[config.mk]
export PLATFORM = sky130hd
export DESIGN_NAME = sprite_rom_arbiter
export DESIGN_NICKNAME = d
export VERILOG_FILES = /design/src/rtl/sprite_rom_arbiter.sv
export SDC_FILE = /design/constraint.sdc
export NUM_CORES = 1
export LEC_CHECK = 0
export ABC_AREA = 1
export BUFFER_PORTS_ARGS = -buffer_cell sky130_fd_sc_hd__buf_2
export CAP_MARGIN = 5
export CORE_UTILIZATION = 40
export CTS_CLUSTER_DIAMETER = 150
export DETAILED_ROUTE_END_ITERATION = 8
export PLACE_DENSITY = 0.69
export SLEW_MARGIN = 20
export SYNTH_ARGS = -nofsm -noshare
export SYNTH_HDL_FRONTEND = slang
export SYNTH_SLANG_ARGS = --single-unit
export TNS_END_PERCENT = 100
[constraint.sdc]
create_clock -name clk -period 2.1 [get_ports clk]
set_clock_uncertainty 0.15 [all_clocks]
set_input_delay 0.105 -clock clk [delete_from_list [all_inputs] [get_ports clk]]
set_output_delay 0.105 -clock clk [all_outputs]
set_load 0.05 [all_outputs]
[src/rtl/sprite_rom_arbiter.sv]
// Round-robin arbiter sharing one single-port, 1-cycle-latency sprite ROM between two burst requesters.
// A granted burst always runs to completion, then one drain cycle while its last word returns.
module sprite_rom_arbiter #(
    parameter int ADDR_W = 14,
    parameter int DATA_W = 16,
    parameter int LEN_W  = 8
) (
    input  logic              clk,
    input  logic              rst,
    input  logic              req0,
    input  logic              req1,
    input  logic [ADDR_W-1:0] base0,
    input  logic [ADDR_W-1:0] base1,
    input  logic [LEN_W-1:0]  len0,
    input  logic [LEN_W-1:0]  len1,
    output logic              gnt0,
    output logic              gnt1,
    output logic              valid0,
    output logic              valid1,
    output logic [DATA_W-1:0] data0,
    output logic [DATA_W-1:0] data1,
    output logic              done0,
    output logic              done1,
    output logic              rom_en,
    output logic [ADDR_W-1:0] rom_addr,
    input  logic [DATA_W-1:0] rom_data
);

    typedef enum logic [1:0] {
        IDLE  = 2'd0,
        BURST = 2'd1,
        DRAIN = 2'd2
    } state_t;

    localparam logic [LEN_W-1:0] LEN_ONE = LEN_W'(1);

    state_t            state;
    state_t            state_next;
    logic              owner;
    logic              owner_next;
    logic              last;
    logic              last_next;
    logic [ADDR_W-1:0] base_q;
    logic [ADDR_W-1:0] base_next;
    logic [LEN_W-1:0]  len_q;
    logic [LEN_W-1:0]  len_next;
    logic [LEN_W-1:0]  idx;
    logic [LEN_W-1:0]  idx_next;
    logic              rd_q;

    logic              pick;
    logic [LEN_W-1:0]  pick_len;

    always_comb begin
        // NOTE: every variable written here gets a default first, so no branch can leave one unassigned and infer a latch.
        state_next = state;
        owner_next = owner;
        last_next  = last;
        base_next  = base_q;
        len_next   = len_q;
        idx_next   = idx;
        pick       = 1'b0;
        pick_len   = '0;

        case (state)
            IDLE: begin
                // Under contention the requester that was not served last wins.
                if (req0 && req1) begin
                    pick = ~last;
                end else begin
                    pick = req1;
                end
                pick_len = pick ? len1 : len0;

                if (req0 || req1) begin
                    owner_next = pick;
                    last_next  = pick;
                    base_next  = pick ? base1 : base0;
                    len_next   = pick_len;
                    idx_next   = '0;
                    state_next = (pick_len == '0) ? DRAIN : BURST;
                end
            end

            BURST: begin
                idx_next = idx + LEN_ONE;
                if (idx == len_q - LEN_ONE) begin
                    state_next = DRAIN;
                end
            end

            DRAIN: begin
                state_next = IDLE;
            end

            default: begin
                state_next = IDLE;
            end
        endcase
    end

    always_ff @(posedge clk) begin
        // NOTE: non-blocking assignments, so every register samples pre-edge values regardless of statement order.
        if (!rst) begin
            state  <= IDLE;
            owner  <= 1'b0;
            last   <= 1'b1;
            base_q <= '0;
            len_q  <= '0;
            idx    <= '0;
            rd_q   <= 1'b0;
        end else begin
            state  <= state_next;
            owner  <= owner_next;
            last   <= last_next;
            base_q <= base_next;
            len_q  <= len_next;
            idx    <= idx_next;
            rd_q   <= (state == BURST);
        end
    end

    // Outputs decode registered state only; nothing here depends on req.
    assign rom_en   = (state == BURST);
    assign rom_addr = rom_en ? (base_q + ADDR_W'(idx)) : '0;

    assign gnt0   = (state != IDLE) && !owner;
    assign gnt1   = (state != IDLE) &&  owner;
    assign valid0 = rd_q && !owner;
    assign valid1 = rd_q &&  owner;
    assign done0  = (state == DRAIN) && !owner;
    assign done1  = (state == DRAIN) &&  owner;

    assign data0 = rom_data;
    assign data1 = rom_data;

endmodule
Word level (Yosys, flattened, before mapping)
Cells that the tools add are included.
{"block": "word_totals", "regBits": 35, "wordCells": 43}
{"block": "classes", "addsub": 3, "eq_ne": 5, "n_mux": 11, "n_bitwise": 1, "n_reduce_logical": 16}
{"op": "$mux 14", "count": 2}
{"op": "$mux 8", "count": 2}
{"op": "$pmux 8 s2", "count": 1}
{"op": "$add 14x8->14", "count": 1}
{"op": "$add 8x1->8 const B", "count": 1}
{"op": "$eq 8x8->1", "count": 1}
{"op": "$logic_not 8->1", "count": 1}
{"op": "$sub 8x1->8 const B", "count": 1}
{"op": "$logic_and 1x1->1", "count": 7}
{"op": "$mux 2", "count": 3}
{"op": "$reduce_and 2->1", "count": 3}
{"op": "$pmux 2 s2", "count": 1}
{"op": "$reduce_bool 2->1", "count": 2}
{"op": "$eq 2x1->1 const B", "count": 1}
{"op": "$eq 2x2->1 const B", "count": 1}
{"op": "$logic_not 2->1", "count": 1}
{"op": "$mux 1", "count": 2}
{"op": "$ne 2x1->1 const B", "count": 1}
{"op": "$ne 2x2->1 const B", "count": 1}
{"op": "$logic_not 1->1", "count": 1}
{"op": "$logic_or 1x1->1", "count": 1}
{"op": "$not 1->1", "count": 1}

Depth between registers and ports, before layout
Gate-level depths: netlist of the first run.
{"block": "logic_depth", "depth_word": 8, "mapped_depth": 12, "mapped_depth_nobuf": 12}

Worst setup path before layout of the first run
OpenSTA, ideal clock, no wires.
{"block": "synth_timing", "path_kind": "flip-flop to output port", "from": "register idx[0]", "to": "output port rom_addr[12]", "arrival_time_ns": 2.562, "required_time_ns": 1.845, "path_slack_ns": -0.717, "path_stages_with_launch": 11, "path_cell_list": "dfxtp_1 ha_1 inv_1 fa_1 nor2_1 o21ai_1 nand2_1 nand2_1 nand3_2 a21oi_1 nor3_1"}
{"block": "synth_between", "elab_chain_len": 2}
{"element": "start, declared", "line": "47", "rtl": "logic [LEN_W-1:0] idx;"}
{"element": "start signal, assigned", "line": "118", "rtl": "idx <= idx_next;"}
{"element": "$add 14x8->14", "line": "125", "rtl": "assign rom_addr = rom_en ? (base_q + ADDR_W'(idx)) : '0;"}
{"element": "$mux 14", "line": "125"}
{"element": "end, declared", "line": "25", "rtl": "output logic [ADDR_W-1:0] rom_addr,"}
No other way between the ends.

Final worst setup path of the first run
{"block": "layout_timing", "from": "register idx[0]", "to": "output port rom_addr[10]"}
Same word-level chain as after synthesis.

==> PnR_summary.wiki, run 1 <==
{| class="wikitable"
! Metric !! Value
|-
| Run status || finished, violations left
|-
| Failing checks || DRC, setup timing
|-
| Finish-stage setup viols || 11
|-
| Total count of max-transition violations in the final report || 0
|-
| Clock insertion delay at the later pin of the skew report || ~290 ps
|-
| Cell type contributing the most total cell area after synthesis || dfxtp_1
|-
| Power Total || ~2.3 mW
|-
| Post-DRT Antenna Nets || 0
|-
| Half-perimeter wire length after detailed placement || a little over 5000 um
|-
| Maximum number of pins on one net before global-route repair || 44
|-
| Register area share after synthesis || around 26%
|-
| Final cell area excluding filler cells || around 0.0039 mm2
|-
| Delay of the slowest critical-path stage || between 300 and 400 ps
|-
| Start point of the worst hold path || len0[1]
|-
| Depth of the worst register-to-register path || 5
|-
| Vias in the first global route || 2813
|-
| Worst IR drop on VDD || 0.303 mV
|-
| Most used standard cell by instance count after synthesis || nand2_1
|-
| Clock tree from TritonCTS || yes
|-
| GRT Total Usage || about 22%
|-
| Shortest clock period the worst path allows after layout || approximately 2400 ps
|-
| WL final || between 7000 and 8000 um
|-
| Beginning of the worst register-to-register path || state[1]
|-
| Initial antenna violation count || 0
|-
| Proportion of layout cells with a drive suffix above 1 || approximately a third
|-
| Instance area at placement || 0.00312 mm2
|-
| Max clock buf depth || 2
|-
| Post-Syn Instances || 420
|-
| Power per standard cell area || slightly below 600 mW/mm2
|-
| Clock buffers created by TritonCTS || 5
|-
| Transition at the pin with the smallest max-transition slack || 608 ps
|-
| Critical Path Most Common Cell || nand2_2
|-
| Placer congestion estimate || between 0.8 and 0.9
|-
| Number of search-and-repair iterations in the first detailed-routing pass || 9
|-
| Number of flops mapped to enable cells by yosys || 0
|-
| Total overflow reported by the global router || 0
|-
| Most frequent cells after synthesis || nand2_1 (111), inv_1 (41), nor2_1 (37), buf_4 (36), dfxtp_1 (35)
|-
| DRC || 11
|-
| Maximum frequency from static timing analysis || 412 MHz
|-
| Total number of vias || approximately 3000
|-
| Number of register bits inferred by synthesis || 35
|-
| Site Rows || 29
|-
| Async S/R FF share, synth || 0%
|-
| Clock edge transition at the registers on the reported setup and hold paths || approximately 80 ps
|-
| Final Hold Violating Endpoints || 0
|-
| Max_slew headroom || 59.4%
|-
| Arrival time reported for the critical path endpoint || approximately 2200 ps
|-
| Starting Density || roughly 42%
|-
| Count of routing violations after the opening detailed-route iteration || 167
|-
| Kind of end point of the critical path || output port
|-
| Avg WL per Cell || about 13 um
|-
| Die outline area || ~0.0072 mm2
|-
| Routed vias/inst || approximately 5.1
|-
| Least setup slack across all paths after layout || -325 ps
|-
| Lkg Pwr || roughly 1.8 nW
|-
| Flip-flop and latch area || between 700 and 800 um2
|-
| Number of buffers inserted by port buffering || slightly below 70
|-
| Wire length of the first global-routing pass || between 10000 and 15000 um
|-
| Net Count, Synth || slightly below 500
|-
| Fillers || between 500 and 600
|-
| Horizontal extent of the die || 84.7 um
|-
| Count of H-tree levels built during CTS || 2
|-
| Startpoint types || flip-flop
|-
| Layout overhead on the synthesized area || 43.2%
|-
| Clk Tree Root Cell || clkbuf_8
|-
| Setup tns final || -1800 ps
|-
| FF-to-FF End || base_q[8]
|-
| Area occupied by multi-input gates || around 0.0018 mm2
|-
| DIE HEIGHT || around 85 um
|-
| Nets || about 590
|-
| Unrepaired setup endpoints after global routing || true
|-
| Count of max-cap constraint violations || 0
|-
| Synthesis warning total || 0
|-
| Slowest cell on the critical path || fa_2
|-
| Class of the worst hold path || in -> reg
|-
| Required @ worst endpoint || roughly 1900 ps
|-
| Num Clock Sinks || 35
|-
| Standard cell core area || around 0.0065 mm2
|-
| Most used flip-flop cell after synthesis || dfxtp_1
|-
| Synth area leaders || dfxtp_1 (26%), nand2_1 (15%), buf_4 (9.9%)
|-
| Register-to-Register Setup Slack || ~370 ps
|-
| Total standard cell area after synthesis || between 0.002 and 0.003 mm2
|-
| Synth Area per Inst || roughly 6.5 um2
|-
| Fin util || 60.6%
|-
| Max FO, Critical Path || 3
|-
| Area share of the largest cell type after synthesis || approximately 26%
|-
| Cells along the critical path || ha_4 -> inv_2 -> fa_2 -> nor2_4 -> o21ai_2 -> nand2_2 -> nand2_2 -> nand3_4 -> nand2_2 -> o21ai_1 -> buf_4 -> nor2_4 -> buf_8
|-
| Number of cells on the worst hold path || 5
|-
| Setup Crit Path Kind || reg -> out
|-
| Share of the clock period used by the worst path || 115%
|-
| I/O pin total || roughly 120
|-
| Number of antenna cells inserted || 0
|-
| Hold Path End || len_q[1]
|-
| Number of distinct standard cells referenced by the synthesized netlist || 39
|}
==> worst max path at each step <==
stage | cells past startpoint | endpoint | start | slack (ps)
2_1_floorplan | 10 | rom_addr[12] | idx[0] | -30
3_3_place_gp | 13 | rom_addr[10] | base_q[0] | -110
3_5_place_dp | 13 | rom_addr[10] | base_q[0] | -160
4_1_cts | 13 | rom_addr[10] | base_q[0] | -290
5_1_grt | 13 | rom_addr[10] | idx[0] | -420
6_report | 13 | rom_addr[10] | idx[0] | -330
==> per-layer routing <==
metal	vias to the layer above	GRT usage, %	routed length (um)
met3	11	3.24	539
li1	1540	-	-
met5	-	0	0
met2	121	38.1	3730
met1	1351	28.7	3500
met4	0	6.32	82
==> cell usage in the layout, fill, tap and decap left out, types with 2 or more instances in the layout <==
cell type | synthesis | layout
a211oi_1 | 2 | 2
a221oi_1 | 2 | 2
clkbuf_8 | 0 | 5
xnor2_1 | 2 | 2
o21ai_2 | 7 | 11
nor2_1 | 37 | 29
nor3_1 | 5 | 4
o21ai_0 | 34 | 30
a21oi_1 | 26 | 20
buf_6 | 1 | 14
buf_4 | 36 | 26
dfxtp_2 | 0 | 9
nand2_1 | 111 | 106
o21ai_1 | 2 | 2
a31oi_1 | 16 | 15
ha_4 | 0 | 8
nor2_2 | 2 | 5
dfxtp_1 | 35 | 25
inv_1 | 41 | 40
nand2_2 | 5 | 10
a21oi_2 | 1 | 6
nand3_1 | 17 | 15
dlygate4sd3_1 | 0 | 36
nor2_4 | 3 | 8
xor2_1 | 3 | 3
ha_1 | 10 | 2
buf_2 | 3 | 58
inv_2 | 2 | 3
nand3_2 | 2 | 3
==> logic make-up (layout without fill, tap and decap cells) <==
group | count (synthesis) | count (layout) | synth area share [%]
AOI/OAI and AO/OA | 94 | 94 | 20.0
adders and majority gates | 11 | 11 | 5.31
and+or+nand+nor | 187 | 187 | 29.5
buffers and inverters | 88 | 188 | 17.9
xor gates and xnor gates | 5 | 5 | 1.60
DFF | 35 | 35 | 25.6
==> layout make-up <==
class / instances / share of cell area (%)
Multi-Input combinational cell: 297 / 46.0
Clock inverter: 3 / 1.12
Timing Repair Buffer: 135 / 26.0
Clock buffer: 5 / 1.76
Inverter: 45 / 4.38
Sequential cell: 35 / 18.3
Tap cell: 77 / 2.46
==> what timing repair did <==
item                       CTS  global route
hold buffers                36             0
gates resized for setup     62            12
hold endpoints to repair    22             0
setup endpoints to repair   11            10
setup buffers                2             2
pin swaps                   16            11
==> worst max-delay path, delay by kind of cell (launching register included) <==
family                   cells  cell delay [ps]
flip-flops                   1              350
adder cells (fa/ha/maj)      2              530
buffers and inverters        3              320
AO/OA/AOI/OAI                2              210
AND/OR/NAND/NOR              6              480
==> registers in the layout (all words and copies together) (netlist names) <==
| name | flops |
|---|---|
| base_q | 14 |
| idx | 8 |
| len_q | 8 |
| state | 2 |
| last | 1 |
| owner | 1 |
| rd_q | 1 |
==> stage by stage <==
| step | std cells | hold WS, ps | setup slack (ps) |
|---|---|---|---|
| 2_1_floorplan | 420 | 93.3 | -29.5 |
| 3_3_place_gp | 549 | 60.5 | -114 |
| 3_5_place_dp | 549 | 60.5 | -164 |
| 4_1_cts | 595 | 7.63 | -290 |
| 5_1_grt | 597 | 58.2 | -424 |
| 6_report | 597 | 12.7 | -325 |
==> where the power goes <==
group | internal [mW] | switching [mW] | total (mW)
combinational | 0.341 | 0.506 | 0.847
sequential | 0.739 | 0.0896 | 0.829
clock | 0.353 | 0.253 | 0.606
total | 1.43 | 0.848 | 2.28
No activity file was read; power rests on OpenSTA's default activity.
==> run 2: changes to the inputs <==
Settings changed: CELL_PAD_IN_SITES_DETAIL_PLACEMENT set to 1, CELL_PAD_IN_SITES_GLOBAL_PLACEMENT set to 2, CORE_MARGIN set to 5, CORE_UTILIZATION 40 to 24, PLACE_DENSITY 0.69 to not set, PLACE_DENSITY_LB_ADDON set to 0.1.
==> PnR_summary.wiki, run 2 (same netlist as run 1, synthesis figures left out) <==
{| class="wikitable"
! Metric !! Value
|-
| Die outline area || 0.0136 mm2
|-
| Register with the most flip-flops || base_q
|-
| Fillers || ~1400
|-
| Horizontal extent of the die || 117 um
|-
| Avg WL per Cell || around 14 um
|-
| Max_slew headroom || between 60 and 70%
|-
| Shortest clock period the worst path allows after layout || roughly 2300 ps
|-
| Total overflow reported by the global router || 0
|-
| DIE HEIGHT || 117 um
|-
| Standard cell core area || 0.0113 mm2
|-
| Max clock buf depth || 2
|-
| DRC || 0
|-
| Clock tree from TritonCTS || yes
|-
| Post-DRT Antenna Nets || 0
|-
| Max FFs per register || 14
|-
| Number of search-and-repair iterations in the first detailed-routing pass || 4
|-
| Transition at the pin with the smallest max-transition slack || just under 600 ps
|-
| WL final || 9780 um
|-
| Site Rows || 39
|-
| Clock edge transition at the registers on the reported setup and hold paths || 60 ps
|-
| Instance area at placement || ~0.0033 mm2
|-
| Proportion of layout cells with a drive suffix above 1 || 40.5%
|-
| Met3 usage || under 10%
|-
| Count of H-tree levels built during CTS || 2
|-
| Placer congestion estimate || 0.771
|-
| Layout overhead on the synthesized area || 56.5%
|-
| Maximum number of pins on one net before global-route repair || 34
|-
| Max FO, Critical Path || 3
|-
| Arrival time reported for the critical path endpoint || approximately 2100 ps
|-
| Number of buffers inserted by port buffering || 68
|-
| Crit path capture || rom_addr[8]
|-
| GRT Total Usage || 14.8%
|-
| Setup Crit Path Kind || reg -> out
|-
| Cells after DPL || just over 600
|-
| Class of the worst hold path || in -> reg
|-
| Register-to-Register Setup Slack || 320 ps
|-
| Count of routing violations after the opening detailed-route iteration || 91
|-
| Maximum frequency from static timing analysis || between 400 and 500 MHz
|-
| Final Hold Violating Endpoints || 0
|-
| Finish-stage setup viols || 10
|-
| Most common cell after layout, fill and taps aside || nand2_1
|-
| Power per standard cell area || just over 600 mW/mm2
|-
| Required @ worst endpoint || ~1900 ps
|-
| Fin util || a little under two fifths
|-
| Worst IR drop on VDD || around 0.27 mV
|-
| Worst hold slack across all endpoints || approximately 33 ps
|-
| Largest registers ranked by flip-flop count || base_q: 14 flops, idx: 8 flops, len_q: 8 flops
|-
| Run status || finished, violations left
|-
| Routed vias/inst || between 4 and 5
|-
| Final std cells w/o fill || between 600 and 700
|-
| Total number of vias || roughly 3000
|-
| FF-to-FF End || state[1]
|-
| Starting Density || between 20% and 30%
|-
| Number of antenna cells inserted || 0
|-
| Total count of max-transition violations in the final report || 0
|-
| Crit. Startpoint || base_q[0]
|-
| Failing checks || setup timing
|-
| Vias in the first global route || between 3000 and 4000
|-
| Depth of the worst register-to-register path || 10
|-
| Unrepaired setup endpoints after global routing || true
|-
| Busiest layer in global routing || met2
|-
| Met1 layer usage reported by global route || around 20%
|-
| Num Clock Sinks || 35
|-
| Beginning of the worst register-to-register path || last
|-
| Most frequent cells in the layout || nand2_1 (100), buf_2 (56), inv_1 (39)
|-
| Lkg Pwr || around 1.9 nW
|-
| Initial antenna violation count || 0
|-
| Half-perimeter wire length after detailed placement || 7090 um
|-
| Wire length of the first global-routing pass || ~16000 um
|-
| Startpoint types || flip-flop
|-
| Clk Tree Root Cell || clkbuf_16
|-
| I/O pin total || approximately 120
|-
| Share of the clock period used by the worst path || 110%
|-
| Nets || 607
|-
| Count of max-cap constraint violations || 0
|-
| Clock buffers created by TritonCTS || 5
|-
| Least setup slack across all paths after layout || -215 ps
|-
| Met2 GRT Util || 24.1%
|-
| Final cell area excluding filler cells || approximately 0.0043 mm2
|-
| Clock insertion delay at the later pin of the skew report || between 200 and 300 ps
|-
| Kind of end point of the critical path || output port
|}
==> run 2: through the flow <==
stage          power [mW]  worst slack (ps)  TNS, ps
5_1_grt              2.83              -336    -2380
3_3_place_gp         1.61              -137     -440
3_5_place_dp         1.62              -202     -598
2_1_floorplan        1.51             -29.5    -29.5
6_report             2.65              -215    -1120
4_1_cts              2.63              -247    -1310
==> run 2: cell type report <==
class	instances	area, um2	share of cell area (%)
clock buffer	5	125	2.93
clock inverter	3	47.5	1.11
inverter	45	171	4.01
multi-input combinational	297	1870	43.8
sequential	35	723	16.9
tap	143	179	4.18
timing repair buffer	148	1150	27.0
==> run 2: critical path: stages (launching register included) <==
cell	delay [ps]
dfxtp_2	350
ha_4	140
inv_2	30
fa_2	350
nor2_2	120
o21ai_2	90
nand2_2	80
nand2_1	60
nand3_2	100
nand2_2	70
buf_4	130
nand2_2	70
nor2_4	30
buf_6	150
==> run 2: worst min path at each step <==
stage	start	to	slack (ps)	depth (start not counted)
after floorplan	rst	base_q[0]	90	2
after global placement	rom_data[1]	data1[1]	60	0
after detailed placement	rom_data[1]	data1[1]	60	0
after CTS	len0[3]	len_q[3]	30	5
after global routing	rom_data[9]	data1[9]	60	0
final	len0[1]	len_q[1]	30	5
==> run 2: metal layers <==
layer | wire, um | vias up
met5 | 0 | -
li1 | - | 1568
met2 | 4520 | 60
met3 | 448 | 5
met4 | 106 | 0
met1 | 4710 | 1356
==> run 2: power breakdown <==
group	internal (mW)	switching [mW]	total, mW
clock network	0.566	0.311	0.878
registers	0.739	0.0894	0.829
logic	0.394	0.550	0.944
==> run 2: timing repair <==
action	in CTS	in global routing
hold endpoints to repair	21	0
setup endpoints to repair	11	13
resized for setup	79	27
hold buffers	35	0
buffers inserted	4	8
pin swaps	22	18
cloned	0	0
==> run 3: changes to the inputs <==
Settings changed: GPL_ROUTABILITY_DRIVEN set to 0.
Clock period 2.1 ns to 2.5 ns, I/O delays scaled along.
==> PnR_summary.wiki, run 3 (same netlist as run 1, synthesis figures left out) <==
{| class="wikitable"
! Metric !! Value
|-
| Number of antenna cells inserted || 0
|-
| Sw Share || 35.1%
|-
| Initial antenna violation count || 0
|-
| Clock insertion delay at the later pin of the skew report || between 200 and 300 ps
|-
| Unrepaired setup endpoints after global routing || true
|-
| Routed vias/inst || between 4 and 5
|-
| Post-DRT Antenna Nets || 0
|-
| Register with the most flip-flops || base_q
|-
| DIE HEIGHT || 117 um
|-
| Clock edge transition at the registers on the reported setup and hold paths || approximately 60 ps
|-
| Startpoint types || flip-flop
|-
| Required @ worst endpoint || 2230 ps
|-
| GRT Total Usage || a little over an eighth
|-
| Count of H-tree levels built during CTS || 2
|-
| Clock tree from TritonCTS || yes
|-
| Num Clock Sinks || 35
|-
| Max FFs per register || 14
|-
| Proportion of layout cells with a drive suffix above 1 || approximately a quarter
|-
| Cells after DPL || 599
|-
| Clk Tree Root Cell || clkbuf_16
|-
| Max clock buf depth || 2
|-
| Depth of the worst register-to-register path || 7
|-
| Standard cell core area || around 0.011 mm2
|-
| Largest registers ranked by flip-flop count || base_q: 14 flops, idx: 8 flops, len_q: 8 flops
|-
| Avg WL per Cell || roughly 14 um
|-
| Layout overhead on the synthesized area || 33.0%
|-
| Clock group share of total power || a little over a third
|-
| Setup tns final || 0 ps
|-
| Run status || finished, violations left
|-
| Total number of vias || between 2000 and 3000
|-
| Setup Crit Path Kind || reg -> out
|-
| NetSw || 748 uW
|-
| Failing checks || hold timing
|-
| Most frequent cells in the layout || nand2_1 (110), buf_2 (62), inv_1 (41)
|-
| Count of routing violations after the opening detailed-route iteration || slightly below 90
|-
| Fillers || 1423
|-
| I/O pin total || 117
|-
| Total overflow reported by the global router || 0
|-
| Vias in the first global route || around 2900
|-
| Die outline area || 0.0136 mm2
|-
| Internal portion of total power || 1.38 mW
|-
| Transition at the pin with the smallest max-transition slack || around 470 ps
|-
| Wire length of the first global-routing pass || about 14000 um
|-
| Final Hold Violating Endpoints || 2
|-
| Sequential share of power || between 30% and 40%
|-
| Max FO, Critical Path || 4
|-
| Most common cell after layout, fill and taps aside || nand2_1
|-
| Total count of max-transition violations in the final report || 0
|-
| Nets || approximately 570
|-
| Share of the clock period used by the worst path || a little over nine tenths
|-
| Worst hold slack across all endpoints || -14.5 ps
|-
| Half-perimeter wire length after detailed placement || 7050 um
|-
| Number of cells on the worst hold path || 3
|-
| Horizontal extent of the die || about 120 um
|-
| DRC || 0
|-
| Count of max-cap constraint violations || 0
|-
| Power per standard cell area || between 500 and 600 mW/mm2
|-
| Maximum frequency from static timing analysis || 419 MHz
|-
| Number of search-and-repair iterations in the first detailed-routing pass || 4
|-
| Shortest clock period the worst path allows after layout || about 2400 ps
|-
| Max_slew headroom || around 70%
|-
| Clock buffers created by TritonCTS || 5
|-
| Kind of end point of the critical path || output port
|-
| Maximum number of pins on one net before global-route repair || 30
|-
| Class of the worst hold path || in -> reg
|-
| Worst IR drop on VDD || 0.255 mV
|-
| Number of buffers inserted by port buffering || 68
|-
| Final std cells w/o fill || 641
|-
| Starting Density || between 20 and 25%
|-
| Lkg Pwr || 1.70 nW
|-
| Finish-stage setup viols || 0
|-
| WL final || just under 9000 um
|-
| Combinational share of power || about a third
|-
| Arrival time reported for the critical path endpoint || around 2100 ps
|-
| Site Rows || 39
|}
## run 3: cell types whose count changed in the layout (fill, tap and decap cells not counted), sizes merged
cell | before | now
dlygate4sd3 | 35 | 33
clkbuf | 5 | 7
buf | 113 | 79
clkinv | 2 | 1
## run 3: layout make-up
cell class	instances	area, um2	share of cell area [%]
clock buffers	6	139	3.82
clock inverters	2	38.8	1.07
well taps	143	179	4.92
inverters	45	171	4.72
flip-flops and latches	35	706	19.4
repair buffers	113	791	21.8
multi-input cells	297	1610	44.3
## run 3: timing repair
item | 4_1_cts | 5_1_grt
gates resized for setup | 8 | 19
pin swaps | 1 | 7
setup endpoints to repair | 4 | 8
buffers inserted | 0 | 1
hold buffers | 33 | 0
hold endpoints to repair | 20 | 0
## run 3: final timing paths
path / slack, ps / startpoint / endpoint
min: -10 / base0[0] / base_q[0]
max reg2reg: 230 / state[1] / base_q[8]
max: 110 / idx[0] / rom_addr[12]
min reg2reg: 320 / last / last
## run 3: worst max-delay path, stage by stage, from the launching register on
cell and delay (ps):
dfxtp_2 350, ha_4 140, inv_1 50, fa_2 380, nor2_2 100, o21ai_2 80
nand2_2 90, nand2_1 70, nand3_2 110, a21oi_2 70, nor3_2 200, buf_6 180
## run 3: power by group through the flow
stage	Sequential [mW]	Combinational (mW)	Clock (mW)
after CTS	0.688	0.678	0.775
after global routing	0.705	0.767	0.803
final	0.694	0.680	0.758
after detailed placement	0.700	0.609	0
after global placement	0.699	0.606	0
after floorplan	0.672	0.580	0
## run 3: per-stage QoR
stage	instance area [um2]	util [%]	worst slack (ps)	power (mW)
floorplan	2740	-	48.8	1.25
global placement	3020	26.8	251	1.31
detailed placement	3020	26.8	197	1.31
CTS	3550	31.5	2.72	2.14
global route	3630	32.2	-37.7	2.27
finish	3630	32.2	111	2.13
## run 3: routing by layer
layer  global-route usage, %  share of wire [%]  wire length [um]  vias to the layer above
met1                    19.1                 52              4610                     1322
met3                    2.38                5.2               463                       16
met5                       0                  0                 0                        -
met4                    3.82                1.4               127                        0
met2                    20.7                 42              3710                       74
li1                        -                  -                 -                     1493
